[src/rtl/ppu_line_buf.sv]
// Double-buffered NES scanline buffer between the PPU renderer and the VGA scan-out.
// The renderer fills the back bank; on each VGA line change, a full back bank is swapped
// in as the show bank. Otherwise an underrun is flagged and the old line stays visible.
// Optional feature macro: PPU_LINEBUF_UNDERRUN_CNT_EN adds a saturating 16-bit underrun counter.
module ppu_line_buf #(
  parameter int unsigned LINE_W = 256,
  parameter int unsigned IDX_W  = 6
) (
  input  logic             clk_in,
  input  logic             rst_in,
  input  logic             wr_valid_in,
  input  logic [IDX_W-1:0] wr_idx_in,
  output logic             wr_ready_out,
  input  logic             frame_start_in,
  input  logic [9:0]       nes_x_in,
  input  logic [9:0]       nes_y_in,
  output logic [IDX_W-1:0] sys_palette_idx_out,
  output logic             underrun_out,
  output logic [15:0]      underrun_cnt_out
);

  localparam int unsigned    PtrW     = (LINE_W > 1) ? $clog2(LINE_W) : 1;
  localparam logic [PtrW-1:0] PtrLast  = PtrW'(LINE_W - 1);
  localparam logic [IDX_W-1:0] IdxBlank = IDX_W'(15);

  // Bank RAMs; show_sel_q picks which one VGA reads, the other is the back bank.
  logic [IDX_W-1:0] bank0 [LINE_W];
  logic [IDX_W-1:0] bank1 [LINE_W];

  logic [PtrW-1:0]  wr_ptr_q, wr_ptr_d;
  logic             back_full_q, back_full_d;
  logic             show_sel_q, show_sel_d;
  logic             show_valid_q, show_valid_d;
  logic [9:0]       y_q;
  logic [IDX_W-1:0] rd_idx_q, rd_idx_d;
  logic             underrun_q, underrun_d;

  logic             line_change;
  logic             wr_en;
  logic [PtrW-1:0]  wr_addr;
  logic [PtrW-1:0]  rd_addr;
  logic             rd_in_range;

  assign wr_ready_out        = ~back_full_q;
  assign sys_palette_idx_out = rd_idx_q;
  assign underrun_out        = underrun_q;

  // Write-side decode: a frame start rewinds the pointer for this very write.
  always_comb begin
    line_change = (nes_y_in != y_q);
    wr_en       = wr_valid_in & ~back_full_q;
    wr_addr     = frame_start_in ? '0 : wr_ptr_q;
    rd_in_range = ({22'd0, nes_x_in} < LINE_W);
    rd_addr     = PtrW'(nes_x_in);
  end

  // Next-state for pointer, bank flags and underrun; read uses pre-edge bank select.
  always_comb begin
    wr_ptr_d     = wr_ptr_q;
    back_full_d  = back_full_q;
    show_sel_d   = show_sel_q;
    show_valid_d = show_valid_q;
    underrun_d   = line_change & ~back_full_q;
    rd_idx_d     = IdxBlank;

    if (line_change && back_full_q) begin
      show_sel_d   = ~show_sel_q;
      back_full_d  = 1'b0;
      show_valid_d = 1'b1;
    end

    if (frame_start_in) begin
      wr_ptr_d    = '0;
      back_full_d = 1'b0;
    end

    // wr_en implies back_full_q == 0, so it never overlaps a swap.
    if (wr_en) begin
      if (wr_addr == PtrLast) begin
        wr_ptr_d = '0;
        if (!frame_start_in) back_full_d = 1'b1;
      end else begin
        wr_ptr_d = wr_addr + PtrW'(1);
      end
    end

    if (rd_in_range && show_valid_q) begin
      rd_idx_d = show_sel_q ? bank1[rd_addr] : bank0[rd_addr];
    end
  end

  // Control and output registers.
  always_ff @(posedge clk_in or posedge rst_in) begin
    if (rst_in) begin
      wr_ptr_q     <= '0;
      back_full_q  <= 1'b0;
      show_sel_q   <= 1'b0;
      show_valid_q <= 1'b0;
      y_q          <= '0;
      rd_idx_q     <= IdxBlank;
      underrun_q   <= 1'b0;
    end else begin
      wr_ptr_q     <= wr_ptr_d;
      back_full_q  <= back_full_d;
      show_sel_q   <= show_sel_d;
      show_valid_q <= show_valid_d;
      y_q          <= nes_y_in;
      rd_idx_q     <= rd_idx_d;
      underrun_q   <= underrun_d;
    end
  end

  // Pixel writes always land in the bank not selected for display.
  always_ff @(posedge clk_in) begin
    if (wr_en) begin
      if (show_sel_q) bank0[wr_addr] <= wr_idx_in;
      else            bank1[wr_addr] <= wr_idx_in;
    end
  end

`ifdef PPU_LINEBUF_UNDERRUN_CNT_EN
  logic [15:0] cnt_q;

  // Saturating count, stepped alongside the underrun pulse register.
  always_ff @(posedge clk_in or posedge rst_in) begin
    if (rst_in) begin
      cnt_q <= '0;
    end else if (underrun_d && (cnt_q != 16'hFFFF)) begin
      cnt_q <= cnt_q + 16'd1;
    end
  end

  assign underrun_cnt_out = cnt_q;
`else
  assign underrun_cnt_out = '0;
`endif

endmodule

[config.mk]
export PLATFORM = sky130hd
export DESIGN_NAME = ppu_line_buf
export DESIGN_NICKNAME = d
export VERILOG_FILES = /design/src/rtl/ppu_line_buf.sv
export SDC_FILE = /design/constraint.sdc
export NUM_CORES = 2
export LEC_CHECK = 0
export BUFFER_PORTS_ARGS = -buffer_cell sky130_fd_sc_hd__buf_2
export CORE_AREA = 2 2 497 499
export CTS_CLUSTER_SIZE = 8
export DETAILED_ROUTE_END_ITERATION = 10
export DIE_AREA = 0 0 499 501
export PLACE_DENSITY = 0.68
export SETUP_SLACK_MARGIN = 0.05
export SLEW_MARGIN = 15
export SYNTH_ARGS = -nofsm -noshare
export SYNTH_HDL_FRONTEND = slang
export SYNTH_SLANG_ARGS = --single-unit
[constraint.sdc]
create_clock -name clk_in -period 6.5 [get_ports clk_in]
set_clock_uncertainty 0.15 [all_clocks]
set_input_delay 1.3 -clock clk_in [delete_from_list [all_inputs] [get_ports clk_in]]
set_output_delay 1.3 -clock clk_in [all_outputs]
set_load 0.01 [all_outputs]
* After elaboration in Yosys (flattened, before gate mapping)
Memory sizes are Yosys's and may differ from the RTL's.
Index checks and enable logic that the tools add are counted.
** Word-level totals
- Register bits after elaboration :: 28
- Bits in writable memories :: 3072
- Output and inout bits :: 24
- Word-level logic and storage cells :: 35
- Memories :: 2
** Memories
- bank0 :: depth 256, width 6, rd ports 1, clocked after Yosys merged registers in 0, wr ports 1, RTL line 27 : logic [IDX_W-1:0] bank0 [LINE_W];
- bank1 :: depth 256, width 6, rd ports 1, clocked after Yosys merged registers in 0, wr ports 1, RTL line 28 : logic [IDX_W-1:0] bank1 [LINE_W];
** Cells by class
- $add $sub $neg :: 1
- $lt $le $gt $ge :: 1
- Equal/unequal tests :: 2
- Muxes and demuxes :: 16
- Bitwise operators :: 4
- Reductions and logical operators :: 2
** Operators with widths (count)
- $mux W8 :: 3
- $mux W6 :: 2
- $mux W1 :: 11
- $lt A10 B9 Y1 const B :: 1
- $ne A10 B10 Y1 :: 1
- $add A8 B1 Y8 const B :: 1
- $eq A8 B8 Y1 const B :: 1
- $and A1 B1 Y1 :: 2
- $logic_and A1 B1 Y1 :: 2
- $not A1 Y1 :: 2

* Longest topological paths before layout
- Depth after elaboration :: 7
- Depth in mapped cells :: 13
- Depth with buffers taken out :: 7

* Worst setup path after synthesis
Ideal clock, no wire load.
- Path kind :: in2reg
- From :: input frame_start_in
- To :: memory bank0[175][0], enable pin
- Setup time :: 0.350 ns
- Arrival :: 3.352 ns
- Required time :: 6.000 ns
- Slack :: 2.649 ns
- Stages :: 9
- Path through :: clkbuf_1 nor2b_1 ha_1 clkbuf_1 nand3_1 or3_1 clkbuf_1 clkbuf_1 nor2_1
** On the way
- Cells in the longest elaborated chain, start to end :: 1
** Ends and longest elaborated chain
- start: declaration :: RTL line 14 : input logic frame_start_in,
- $mux W8
- end: declaration :: RTL line 27
No other way between the ends.

* Final worst setup path
- From :: input nes_x_in[4]
- To :: register rd_idx_q[1], in the netlist sys_palette_idx_out[1]
** On the way
- Cells in the longest elaborated chain, start to end :: 3
- Elaborated cells between the ends (all ways) :: 6
- Those cells by class :: order compare: 1; mux: 2; reduce/logical: 1; memory: 2
** Ends and longest elaborated chain
- start: declaration :: RTL line 15 : input logic [9:0] nes_x_in,
- $mem_v2 Z256 W6, or another cell as far along
- $mux W6 / $logic_and A1 B1 Y1 (equally long branches) :: RTL line 88, 87
- $mux W6 (*) :: RTL line 87 : if (rd_in_range && show_valid_q) begin
- via rd_idx_d[1] :: RTL line 35 : logic [IDX_W-1:0] rd_idx_q, rd_idx_d;
- end signal: assignment :: RTL line 100 : rd_idx_q <= IdxBlank;
- end signal: assignment :: RTL line 108 : rd_idx_q <= rd_idx_d;
- end: declaration :: RTL line 35
Mark *: on every way through the listed nets, which the timed path passes. The rest lies on a longest branch.
A chain may end at the register's enable or synchronous reset.

==> impl_metrics.json <==
{
  "grt-ovfl-total": 0,
  "via_per_inst": 6.64,
  "cts_setup_buffers": 0,
  "hold_depth": 1,
  "clkLatencyLatePin_ns": 0.99,
  "tns_ns": 0,
  "gp_congestion": 0.891,
  "tightest_slew_ns": 1.31,
  "met1_usage": 0.371,
  "finish.net_count": 6238,
  "period_share": 0.726,
  "post-place-cells": 8984,
  "htreeDepth": 5,
  "synth_ff_type": "edfxtp_1",
  "core-area_um2": 245000,
  "arrival_ns": 5.43,
  "leakage_nw": 42.5,
  "num_vias": 63100,
  "startpoint_type": "primary input",
  "fmax_ghz": 0.212,
  "ir_worst_vdd_mv": 0.316,
  "maxSlewViolCount": 0,
  "worstHoldPathType": "in2reg",
  "cts_resized": 0,
  "cts-buffers-inserted": 437,
  "power.density_nw_per_um2": 319,
  "grt_setup_unrepaired": "false",
  "grtUsageMet3": 0.0611,
  "grt_use_met2": 0.406,
  "synthCells": 5912,
  "cts_tree": "yes",
  "ys_seq_elements": 3100,
  "min_from": "nes_y_in[5]",
  "firstDrtPassIters": 9,
  "wire_per_inst_um": 35.0,
  "pin_count": 54,
  "r2r_setup_slack_ns": 2.15,
  "fp-row-count": 182,
  "path_clk_slew_ns": 0.05,
  "drive_gt1_frac": 0.231,
  "cts.path.max_buffers": 4,
  "detail-route-antenna-nets": 0,
  "min_period_ns": 4.72,
  "placed_area_um2": 125000,
  "synth-async-reset-ratio": 0.00903,
  "track_usage": 0.266,
  "ctsRootBufferMaster": "clkbuf_16",
  "start_util": 0.497,
  "status": "finished, final reports clean",
  "grt_pass1_wl_um": 473000,
  "hold_slack_ns": 0.319,
  "reg2reg_depth": 5,
  "grt_antenna_before_repair": 17,
  "dieHeight_um": 501,
  "die_w_um": 499,
  "syn2layout_area_growth_pct": 12.4,
  "finalWorstSetupSlack_ns": 1.78,
  "end_kind": "flop",
  "yosysUniqueCellTypes": 75,
  "maxCapViolations": 0,
  "cp.required_ns": 7.21,
  "setup_viol": 0,
  "drt_iter0_markers": 9759,
  "avgSynthCellArea_um2": 20.6,
  "maxSlewHeadroom": 0.115,
  "grt_busiest_layer": "met2",
  "wl_um": 332000,
  "dp_hpwl_um": 200000,
  "hold-path-endpoint": "y_q[5]$_DFF_PP0_",
  "ys_seq_area_frac": 0.764,
  "crit_type": "in2reg",
  "cts_num_sinks": 3100,
  "dpl_worst_slack_ns": 0.965,
  "postLayoutCellArea_um2": 137000,
  "synth_area_leaders": "edfxtp_1 76%, mux4_2 13%, nor2_1 1.7%",
  "cts_hold_buf": 0,
  "syn_area_um2": 122000,
  "critPathMaxFanout": 58,
  "worst_r2r_endpoint": "bank1[184][3]$_DFFE_PP_",
  "synth_edf_count": 3072,
  "portBuffers": 37,
  "remaining_drc_errors": 0,
  "yosysTopAreaCell": "edfxtp_1",
  "finalHoldViolCount": 0,
  "reg2reg_from": "wr_ptr_q[7]$_DFF_PP0_",
  "grt_pass1_vias": 63200,
  "synth_top_area_frac": 0.758,
  "die_area_um2": 250000,
  "fin_cells": 9502,
  "yosys_warnings": 0,
  "grt_max_degree": 206
}
## worst max-delay path: stages
cell      delay [ns]
buf_6           0.54
nand2b_1        0.90
nor2_1          0.98
a32oi_1         0.21
nand4_1         0.14
nor4_1          0.08
nor3_1          0.95
o21ai_1         0.17
## stage by stage
step / util / total power [W]
after CTS: 0.559 / 0.0438
final: 0.559 / 0.0437
after detailed placement: 0.512 / 0.0243
after global placement: 0.512 / 0.0243
after global routing: 0.559 / 0.0447
after floorplan: - / 0.0235
## cell usage after synthesis, types with 6 or more instances
cell type / n
a2111oi_0: 11
buf_12: 31
nor4_1: 20
and3_1: 13
a22oi_1: 111
buf_8: 11
a21oi_1: 60
edfxtp_1: 3072
o21ai_1: 7
clkbuf_1: 176
buf_1: 17
o221ai_2: 6
buf_6: 27
nand2b_1: 21
dfrtp_1: 24
mux2i_1: 179
nand2_1: 156
xnor2_1: 11
o32ai_1: 9
mux4_1: 13
mux2_2: 20
a221oi_1: 25
o221ai_1: 35
o22ai_1: 59
nand3_1: 81
buf_4: 51
nand4_1: 22
inv_1: 11
or3_1: 21
nor3_1: 58
nor2_1: 561
buf_2: 71
o21ai_0: 29
a31oi_1: 21
or2_2: 7
a211oi_1: 20
nor2b_1: 25
mux4_2: 701
o211ai_1: 13
o31ai_1: 8
a22o_1: 19
## how the worst max path moves through the flow
stage,startpoint,to,slack (ns),cells past startpoint
after detailed placement,frame_start_in,bank1[179][3]$_DFFE_PP_,0.97,6
after floorplan,frame_start_in,bank0[175][0]$_DFFE_PP_,2.65,9
after global placement,nes_x_in[0],sys_palette_idx_out[5]$_DFF_PP0_,1.08,11
final,nes_x_in[4],sys_palette_idx_out[1]$_DFF_PP1_,1.78,8
after CTS,frame_start_in,bank1[184][4]$_DFFE_PP_,1.97,6
after global routing,frame_start_in,bank1[184][4]$_DFFE_PP_,1.87,6
## area by class of cell
cell class                 count  area (um^2)
sequential                  3100        93000
fill                       17700       108000
tap                         3220         4030
clock buffer                 497        11300
inverter                      13         52.6
timing repair buffer         223         2090
multi-input combinational   2429        26300
antenna                       10         25.0
clock inverter                10          119
## power by group
group	total [W]	internal, W	switching, W
Clock	0.0197	0.0119	0.00775
Combinational	0.00197	0.000644	0.00132
Sequential	0.0220	0.0220	0.00000363
## sequential cells by signal, summed over array words and instances (netlist names)
name / count
bank0: 1536
bank1: 1536
y_q: 10
wr_ptr_q: 8
sys_palette_idx_out: 6
back_full_q: 1
show_sel_q: 1
show_valid_q: 1
underrun_out: 1
## cells by family after synthesis
family | share of synthesized area
xor+xnor | 0.000935
fa+ha+maj | 0.000411
flops | 0.764
simple gates | 0.0365
other cells | 0.0000308
buf+inv | 0.0214
mux | 0.149
compound gates | 0.0279
## cell usage in the layout, fill, tap and decap left out, types with 13 or more instances in the layout
cell type	n
a211oi_1	20
a21oi_1	60
a221oi_1	25
a22o_1	19
a22oi_1	111
a31oi_1	21
and3_1	13
buf_12	31
buf_2	27
buf_4	154
clkbuf_1	55
clkbuf_16	442
conb_1	16
dfrtp_1	24
edfxtp_1	3072
mux2_2	20
mux2i_1	179
mux4_1	13
mux4_2	701
nand2_1	145
nand2b_1	20
nand3_1	81
nand4_1	22
nor2_1	558
nor2b_1	18
nor3_1	58
nor4_1	20
o211ai_1	13
o21ai_0	29
o221ai_1	35
o22ai_1	59
or3_1	18
## metal layers
metal / wire length (um) / share of wire
met5: 23 / 0.000069
met4: 15100 / 0.045
met3: 39900 / 0.12
met2: 155000 / 0.47
met1: 123000 / 0.37
Power figures use the tool's default switching activity.
